### src/rtl/cpu_pkg.sv
// Shared CPU definitions: ALU control codes, main-decoder op classes,
// R-type funct values and the ID/EX operand-select encoding.
package cpu_pkg;

    localparam int unsigned CTRL_W  = 4;
    localparam int unsigned ALUOP_W = 3;
    localparam int unsigned FUNCT_W = 6;
    localparam int unsigned SHAMT_W = 5;
    localparam int unsigned IMM_W   = 16;

    // ALU control codes
    localparam logic [CTRL_W-1:0] ALU_AND  = 4'b0000;
    localparam logic [CTRL_W-1:0] ALU_OR   = 4'b0001;
    localparam logic [CTRL_W-1:0] ALU_ADD  = 4'b0010;
    localparam logic [CTRL_W-1:0] ALU_SUB  = 4'b0110;
    localparam logic [CTRL_W-1:0] ALU_SLTU = 4'b0111;
    localparam logic [CTRL_W-1:0] ALU_SLT  = 4'b1000;
    localparam logic [CTRL_W-1:0] ALU_SRA  = 4'b1001;
    localparam logic [CTRL_W-1:0] ALU_LUI  = 4'b1011;

    // Main-decoder op classes
    localparam logic [ALUOP_W-1:0] ALUOP_ADD   = 3'b000;
    localparam logic [ALUOP_W-1:0] ALUOP_BR    = 3'b001;
    localparam logic [ALUOP_W-1:0] ALUOP_RTYPE = 3'b010;
    localparam logic [ALUOP_W-1:0] ALUOP_ORI   = 3'b011;
    localparam logic [ALUOP_W-1:0] ALUOP_LUI   = 3'b100;
    localparam logic [ALUOP_W-1:0] ALUOP_SLTIU = 3'b101;

    // R-type funct values
    localparam logic [FUNCT_W-1:0] FUNCT_ADDU = 6'h21;
    localparam logic [FUNCT_W-1:0] FUNCT_SUBU = 6'h23;
    localparam logic [FUNCT_W-1:0] FUNCT_AND  = 6'h24;
    localparam logic [FUNCT_W-1:0] FUNCT_OR   = 6'h25;
    localparam logic [FUNCT_W-1:0] FUNCT_SLT  = 6'h2A;
    localparam logic [FUNCT_W-1:0] FUNCT_SLTU = 6'h2B;
    localparam logic [FUNCT_W-1:0] FUNCT_SRA  = 6'h03;
    localparam logic [FUNCT_W-1:0] FUNCT_SRAV = 6'h07;

    // Operand routing chosen at load; zero encoding is the plain rs/rt pair
    typedef enum logic [1:0] {
        OPSEL_REG   = 2'd0,
        OPSEL_IMM   = 2'd1,
        OPSEL_SHAMT = 2'd2,
        OPSEL_SHVAR = 2'd3
    } op_sel_e;

endpackage

### src/rtl/alu_ctrl_decode.sv
// ALU control decoder: maps main-decoder op class and funct to the 4-bit
// ALU control code and flags combinations that have no defined operation.
module alu_ctrl_decode
    import cpu_pkg::*;
(
    input  logic [ALUOP_W-1:0] alu_op,
    input  logic [FUNCT_W-1:0] funct,
    output logic [CTRL_W-1:0]  ctrl,
    output logic               legal
);

    // Table lookup; unknown combinations fall back to AND and are marked illegal
    always_comb begin
        ctrl  = ALU_AND;
        legal = 1'b1;
        case (alu_op)
            ALUOP_ADD:   ctrl = ALU_ADD;
            ALUOP_BR:    ctrl = ALU_SUB;
            ALUOP_ORI:   ctrl = ALU_OR;
            ALUOP_LUI:   ctrl = ALU_LUI;
            ALUOP_SLTIU: ctrl = ALU_SLTU;
            ALUOP_RTYPE: begin
                case (funct)
                    FUNCT_ADDU: ctrl = ALU_ADD;
                    FUNCT_SUBU: ctrl = ALU_SUB;
                    FUNCT_AND:  ctrl = ALU_AND;
                    FUNCT_OR:   ctrl = ALU_OR;
                    FUNCT_SLT:  ctrl = ALU_SLT;
                    FUNCT_SLTU: ctrl = ALU_SLTU;
                    FUNCT_SRA:  ctrl = ALU_SRA;
                    FUNCT_SRAV: ctrl = ALU_SRA;
                    default: begin
                        ctrl  = ALU_AND;
                        legal = 1'b0;
                    end
                endcase
            end
            default: begin
                ctrl  = ALU_AND;
                legal = 1'b0;
            end
        endcase
    end

endmodule

### src/rtl/id_ex_operand_stage.sv
// ID/EX operand stage feeding the 32-bit ALU: registers decoded fields,
// resolves RAW hazards from EX/MEM and MEM/WB, and selects ALU operands.
// Build option: define ID_EX_FORWARD_EN to enable the forwarding muxes;
// without it operands come only from the registered register-file data.
module id_ex_operand_stage
    import cpu_pkg::*;
#(
    parameter int unsigned DW = 32,
    parameter int unsigned RW = 5
) (
    input  logic               clk_i,
    input  logic               rst_i,
    input  logic               stall_i,
    input  logic               flush_i,
    input  logic               valid_i,
    input  logic [DW-1:0]      rs_data_i,
    input  logic [DW-1:0]      rt_data_i,
    input  logic [RW-1:0]      rs_i,
    input  logic [RW-1:0]      rt_i,
    input  logic [RW-1:0]      rd_i,
    input  logic [SHAMT_W-1:0] shamt_i,
    input  logic [IMM_W-1:0]   imm16_i,
    input  logic [FUNCT_W-1:0] funct_i,
    input  logic [ALUOP_W-1:0] alu_op_i,
    input  logic               alu_src_i,
    input  logic               zext_i,
    input  logic               reg_dst_i,
    input  logic               reg_write_i,
    input  logic               exmem_wen_i,
    input  logic [RW-1:0]      exmem_rd_i,
    input  logic [DW-1:0]      exmem_data_i,
    input  logic               memwb_wen_i,
    input  logic [RW-1:0]      memwb_rd_i,
    input  logic [DW-1:0]      memwb_data_i,
    output logic [DW-1:0]      alu_src1_o,
    output logic [DW-1:0]      alu_src2_o,
    output logic [CTRL_W-1:0]  alu_ctrl_o,
    output logic [DW-1:0]      rt_fwd_o,
    output logic [RW-1:0]      wr_reg_o,
    output logic               reg_write_o,
    output logic               valid_o
);

    localparam int unsigned IMM_PAD   = DW - IMM_W;
    localparam int unsigned SHAMT_PAD = DW - SHAMT_W;

    // Stage registers
    logic               valid_q;
    logic               reg_write_q;
    logic [DW-1:0]      rs_data_q;
    logic [DW-1:0]      rt_data_q;
    logic [RW-1:0]      rs_q;
    logic [RW-1:0]      rt_q;
    logic [RW-1:0]      rd_q;
    logic [SHAMT_W-1:0] shamt_q;
    logic [IMM_W-1:0]   imm16_q;
    logic               zext_q;
    logic               reg_dst_q;
    logic [CTRL_W-1:0]  ctrl_q;
    op_sel_e            op_sel_q;

    logic [CTRL_W-1:0]  dec_ctrl;
    logic               dec_legal;
    op_sel_e            op_sel_d;
    logic [DW-1:0]      fwd_rs;
    logic [DW-1:0]      fwd_rt;
    logic [DW-1:0]      imm_ext;

    alu_ctrl_decode u_alu_ctrl_decode (
        .alu_op (alu_op_i),
        .funct  (funct_i),
        .ctrl   (dec_ctrl),
        .legal  (dec_legal)
    );

    // Operand routing for the incoming instruction; shifts take precedence over alu_src
    always_comb begin
        op_sel_d = OPSEL_REG;
        if (alu_op_i == ALUOP_RTYPE && funct_i == FUNCT_SRA) begin
            op_sel_d = OPSEL_SHAMT;
        end else if (alu_op_i == ALUOP_RTYPE && funct_i == FUNCT_SRAV) begin
            op_sel_d = OPSEL_SHVAR;
        end else if (alu_src_i) begin
            op_sel_d = OPSEL_IMM;
        end
    end

    // Stage register update: reset and flush both load a bubble, stall holds
    always_ff @(posedge clk_i) begin
        if (!rst_i || flush_i) begin
            valid_q     <= 1'b0;
            reg_write_q <= 1'b0;
            rs_data_q   <= '0;
            rt_data_q   <= '0;
            rs_q        <= '0;
            rt_q        <= '0;
            rd_q        <= '0;
            shamt_q     <= '0;
            imm16_q     <= '0;
            zext_q      <= 1'b0;
            reg_dst_q   <= 1'b0;
            ctrl_q      <= ALU_AND;
            op_sel_q    <= OPSEL_REG;
        end else if (!stall_i) begin
            valid_q     <= valid_i;
            reg_write_q <= reg_write_i & valid_i & dec_legal;
            rs_data_q   <= rs_data_i;
            rt_data_q   <= rt_data_i;
            rs_q        <= rs_i;
            rt_q        <= rt_i;
            rd_q        <= rd_i;
            shamt_q     <= shamt_i;
            imm16_q     <= imm16_i;
            zext_q      <= zext_i;
            reg_dst_q   <= reg_dst_i;
            ctrl_q      <= dec_ctrl;
            op_sel_q    <= op_sel_d;
        end
    end

`ifdef ID_EX_FORWARD_EN
    // RAW bypass: EX/MEM beats MEM/WB, register 0 is never bypassed
    always_comb begin
        fwd_rs = rs_data_q;
        fwd_rt = rt_data_q;
        if (exmem_wen_i && exmem_rd_i == rs_q && rs_q != '0) begin
            fwd_rs = exmem_data_i;
        end else if (memwb_wen_i && memwb_rd_i == rs_q && rs_q != '0) begin
            fwd_rs = memwb_data_i;
        end
        if (exmem_wen_i && exmem_rd_i == rt_q && rt_q != '0) begin
            fwd_rt = exmem_data_i;
        end else if (memwb_wen_i && memwb_rd_i == rt_q && rt_q != '0) begin
            fwd_rt = memwb_data_i;
        end
    end
`else
    // No bypass: hazards are covered by stalling upstream
    always_comb begin
        fwd_rs = rs_data_q;
        fwd_rt = rt_data_q;
    end

    logic unused_fwd_inputs;
    assign unused_fwd_inputs = ^{exmem_wen_i, exmem_rd_i, exmem_data_i,
                                 memwb_wen_i, memwb_rd_i, memwb_data_i};
`endif

    // Immediate extension
    always_comb begin
        if (zext_q) begin
            imm_ext = {{IMM_PAD{1'b0}}, imm16_q};
        end else begin
            imm_ext = {{IMM_PAD{imm16_q[IMM_W-1]}}, imm16_q};
        end
    end

    // ALU operand select
    always_comb begin
        alu_src1_o = fwd_rs;
        alu_src2_o = fwd_rt;
        case (op_sel_q)
            OPSEL_SHAMT: begin
                alu_src1_o = fwd_rt;
                alu_src2_o = {{SHAMT_PAD{1'b0}}, shamt_q};
            end
            OPSEL_SHVAR: begin
                alu_src1_o = fwd_rt;
                alu_src2_o = fwd_rs;
            end
            OPSEL_IMM: begin
                alu_src1_o = fwd_rs;
                alu_src2_o = imm_ext;
            end
            default: begin
                alu_src1_o = fwd_rs;
                alu_src2_o = fwd_rt;
            end
        endcase
    end

    assign alu_ctrl_o  = ctrl_q;
    assign rt_fwd_o    = fwd_rt;
    assign wr_reg_o    = reg_dst_q ? rd_q : rt_q;
    assign reg_write_o = reg_write_q;
    assign valid_o     = valid_q;

endmodule

### config.mk
export PLATFORM = sky130hd
export DESIGN_NAME = id_ex_operand_stage
export DESIGN_NICKNAME = d
export VERILOG_FILES = /design/src/rtl/cpu_pkg.sv /design/src/rtl/alu_ctrl_decode.sv /design/src/rtl/id_ex_operand_stage.sv
export SDC_FILE = /design/constraint.sdc
export NUM_CORES = 1
export LEC_CHECK = 0
export ABC_AREA = 1
export CAP_MARGIN = 30
export CORE_AREA = 2 2 117 119
export DETAILED_ROUTE_END_ITERATION = 6
export DIE_AREA = 0 0 119 121
export GPL_TIMING_DRIVEN = 0
export PLACE_DENSITY_LB_ADDON = 0.25
export SYNTH_ARGS = -nofsm -noshare
export SYNTH_HDL_FRONTEND = slang
export SYNTH_HIERARCHICAL = 1
export SYNTH_SLANG_ARGS = --single-unit
### constraint.sdc
create_clock -name clk_i -period 2.9 [get_ports clk_i]
set_input_delay 0.58 -clock clk_i [delete_from_list [all_inputs] [get_ports clk_i]]
set_output_delay 0.58 -clock clk_i [all_outputs]
set_load 0.01 [all_outputs]
# Word level (Yosys, flattened, before mapping)
# Index checks and enable logic that the tools add are counted.
word_totals:
  regBits: 105
  in_bits: 194
  word_cells: 50
  out_inout_bits: 107
op_classes:
  bitwise: 2
  n_eq_ne: 16
  reduce_logical: 9
  mux: 11
op_table:
  columns: ["op", "count"]
  rows:
  - ["$pmux 32 s3", 1]
  - ["$mux 32", 2]
  - ["$pmux 4 s6", 2]
  - ["$eq 6x6->1 const B", 6]
  - ["$reduce_or 8->1", 1]
  - ["$eq 3x2->1 const B", 2]
  - ["$eq 3x3->1 const B", 2]
  - ["$eq 6x2->1 const B", 1]
  - ["$eq 6x3->1 const B", 1]
  - ["$mux 5", 1]
  - ["$reduce_or 5->1", 1]
  - ["$eq 2x2->1 const B", 2]
  - ["$mux 2", 2]
  - ["$reduce_or 2->1", 2]
  - ["$eq 3x1->1 const B", 1]
  - ["$logic_not 3->1", 1]
  - ["$and 1x1->1", 2]
  - ["$eq 2x1->1 const B", 1]
  - ["$logic_and 1x1->1", 2]
  - ["$mux 1", 2]
  - ["$pmux 1 s2", 1]
  - ["$logic_not 1->1", 1]
  - ["$logic_or 1x1->1", 1]

# Depth between registers and ports, before layout
logic_depth:
  word_depth: 5
  ltp_mapped: 8
  depth_no_buf: 8

# By module
# Netlist, hierarchy kept.
by_module_without_submodules:
  columns: ["mod", "area_each_um2", "instances", "cells_each", "seq_area_each_um2"]
  rows:
  - ["id_ex_operand_stage", 4679.5, 1, 688, 2102.0]
  - ["alu_ctrl_decode", 193.9, 1, 41, 0.0]

# Worst setup path after synthesis
# Ideal clock, no wire load.
synth_path:
  kind: "reg2out"
  from: "register op_sel_q[1]"
  to: "output port alu_src2_o[25]"
  t_required_ns: 2.320
  arrival_ns: 1.157
  slack_ns: 1.163
  path_buffers: 3
  stages_incl_launch_ff: 8
  cell_sequence: "dfxtp_1 buf_6 nor2_8 nand2_1 or2_1 buf_6 buf_6 o211ai_2"
synth_between:
  elab_chain_len: 2
  word_cells_on_any_way: 4
  classes_between: "eq/ne (3); mux (1)"
synth_lines:
  columns: ["element", "line_no", "rtl"]
  rows:
  - ["start: declaration", "id_ex_operand_stage.sv:60", "op_sel_e op_sel_q;"]
  - ["start signal: assignment", "id_ex_operand_stage.sv:117", "op_sel_q <= op_sel_d;"]
  - ["$eq 2x1->1 / $eq 2x2->1 (equally long branches)", "id_ex_operand_stage.sv:162", "case (op_sel_q)"]
  - ["$pmux 32 s3 *", "id_ex_operand_stage.sv:162", null]
  - ["end: declaration", "id_ex_operand_stage.sv:36", "output logic [DW-1:0] alu_src2_o,"]
# Mark *: on every way between the ends. The rest lies on a longest branch, timed or not.

# Worst setup path after layout
layout_path:
  from: "register op_sel_q[0]"
  to: "output port alu_src2_o[16]"
# Same word-level chain as after synthesis.

==> impl_metrics.py <==
metrics = {
    "place": {
        "placed_area_mm2": 0.00728,
        "dp_hpwl_um": 13800,
        "gp_congestion": 0.929,
        "numPortBuffers": 218,
    },
    "timing": {
        "slew_viol_final": 0,
        "hold_violations": 0,
        "max_freq_mhz": 358,
        "maxSlewHeadroom_pct": 52.6,
        "setup_viol": 0,
        "finalSetupTns_ns": 0,
        "fin_crit_ns": 2.80,
        "fin_skew_ns": 0,
        "worst_pin_slew_ns": 0.710,
        "fin_crit_sh_pct": 96.4,
    },
    "clocking": {
        "path_clk_slew_ns": 0.08,
        "numCtsBuffers": 9,
        "htree_num_levels": 3,
        "cts_max_path_buffers": 2,
        "cts_hold_repair.buffers": 0,
        "clock_sinks": 105,
        "ctsRootBufferMaster": "clkbuf_16",
        "cts_tree": "yes",
        "clk_latency_ns": 0.35,
    },
    "global_route": {
        "grt_pass1_vias": 5175,
        "grt_max_degree": 17,
        "antenna_found_initial": 0,
        "track_usage_pct": 25.3,
        "grt.overflow.total": 0,
        "grt_pass1_wl_um": 28100,
    },
    "floorplan": {
        "die_w_um": 119,
        "die-area_mm2": 0.0144,
        "rows": 42,
        "core_area_mm2": 0.0131,
        "initial_core_util_pct": 37.2,
        "ios": 301,
        "die_height_um": 121,
    },
    "pwr": {
        "peakVddDrop_v": 0.000239,
        "power_density_mw_per_mm2": 440,
        "p_leak_nw": 2.94,
    },
    "worst_setup_path": {
        "cp-end-kind": "output pin",
        "crit_arrival_ns": 2.22,
        "path_max_fanout": 10,
        "required_ns": 2.32,
        "critical_path_class": "reg2out",
        "setup.worst_path.start_class": "flop",
    },
    "logic_synthesis": {
        "synth_cells": 729,
        "syn_nets": 923,
        "synth_top_area_share_pct": 43.1,
        "ys_ff_latch": 105,
        "synth_cell_types": 27,
        "ys_warn_count": 6,
        "synthTopCellsByArea": "dfxtp_1, nand2_1, a21oi_1",
        "ys_seq_area_share_pct": 43.1,
        "yosysTopAreaCell": "dfxtp_1",
        "syn_area_mm2": 0.00487,
        "syn_area_per_cell_um2": 6.69,
    },
    "hold_path": {
        "hold_path.class": "reg2reg",
    },
    "cells_and_area": {
        "final_common_cell": "nand2_1",
        "diodes": 0,
        "nNetsFinal": 1152,
        "drive_gt1_share_pct": 6.02,
        "final_cell_mix": "nand2_1, clkdlybuf4s50_1, a21oi_1",
        "design_area_mm2": 0.00760,
        "area_growth_pct": 55.9,
    },
    "routing": {
        "wirelength_um": 18200,
        "dr_total_vias": 5531,
        "ant_nets": 0,
        "wl_per_cell_um": 16.0,
        "vias_per_cell": 4.86,
        "drc": 0,
        "drt_iter0_drc": 388,
        "drt_pass1_iterations": 5,
    },
    "status": {
        "status": "finished, final reports clean",
    },
    "job": {
        "maxCapViolCount": 0,
    },
}
path summary, 6_finish.rpt:
kind	startpoint	to	slack, ns	depth (start not counted)
worst max-delay path	op_sel_q[0]	alu_src2_o[16]	0.10	8
worst min-delay path	rt_q[4]	rt_q[4]	0.45	2
worst max register to register	op_sel_q[1]	op_sel_q[1]	1.81	4
worst min register to register	rt_q[4]	rt_q[4]	0.45	2
registers in the layout, summed over array words and instances (netlist names), 2 cells and up:
register / cells
rt_q: 5
op_sel_q: 2
alu_ctrl_o: 4
rt_fwd_o: 32
fwd_rs: 32
imm16_q: 16
shamt_q: 5
rd_q: 5
cells in the mapped netlist:
library cell,instances
nand2_1,321
a21oi_1,106
dfxtp_1,105
o21ai_0,42
inv_1,36
clkbuf_1,31
buf_2,14
nand3_1,13
nor2_1,13
o211ai_1,12
nand3_2,9
inv_2,4
nand4_1,4
buf_6,3
buf_1,2
o2111ai_1,2
o211ai_2,2
a211oi_1,1
and3_1,1
buf_4,1
clkinv_1,1
nor2_2,1
nor2_4,1
nor2_8,1
o21ai_2,1
or2_1,1
xnor2_1,1
per-layer routing:
metal  wire [um]  track usage, %
met1        8400            35.1
met2        8180            39.6
met3        1350            4.89
met4         320            8.11
met5           0               0
worst max-delay path, stage by stage, from the launching register on:
cell             delay [ns]
dfxtp_2                0.38
inv_2                  0.09
nor2_8                 0.14
nand2_1                0.10
or2_1                  0.23
buf_6                  0.14
buf_6                  0.15
nand3_2                0.07
clkdlybuf4s50_1        0.56
layout make-up:
class                      instances  area (um2)
multi-input combinational        532        2390
sequential                       105        2100
timing repair buffer             218        2180
inverter                          41         158
fill                            1252        5490
clock inverter                     4        51.3
buffer                            51         243
tap                              176         220
clock buffer                      12         246
cells by family (layout without fill, tap and decap cells):
logic type,count (synthesis),in the layout,synth area share [%]
AND/OR/NAND/NOR,365,365,30.4
AO/OA/AOI/OAI,166,166,18.3
flip-flops,105,105,43.1
buffers and inverters,92,326,7.98
XOR/XNOR,1,1,0.180
through the flow:
stage | total power (W) | util [%] | hold WS [ns] | setup slack [ns] | instances
3_3_place_gp | 0.00211 | 55.6 | 0.438 | 0.284 | 1123
4_1_cts | 0.00336 | 57.9 | 0.455 | 0.0356 | 1139
6_report | 0.00334 | 58.1 | 0.453 | 0.104 | 1139
5_1_grt | 0.00348 | 58.1 | 0.479 | -0.0144 | 1139
2_1_floorplan | 0.00177 | - | 0.429 | 1.16 | 729
3_5_place_dp | 0.00212 | 55.6 | 0.444 | 0.260 | 1123
repair_timing:
item,in CTS,in global routing
hold endpoints to repair,0,0
pin swaps,0,0
setup endpoints to repair,15,30
resized for setup,3,9
setup buffers,0,0
where the power goes:
group	switching, W	internal (W)
Clock	0.000555	0.000696
Sequential	0.0000346	0.00149
Combinational	0.000270	0.000294
Total	0.000859	0.00248
Note: power is estimated with default switching activity, not from simulation.
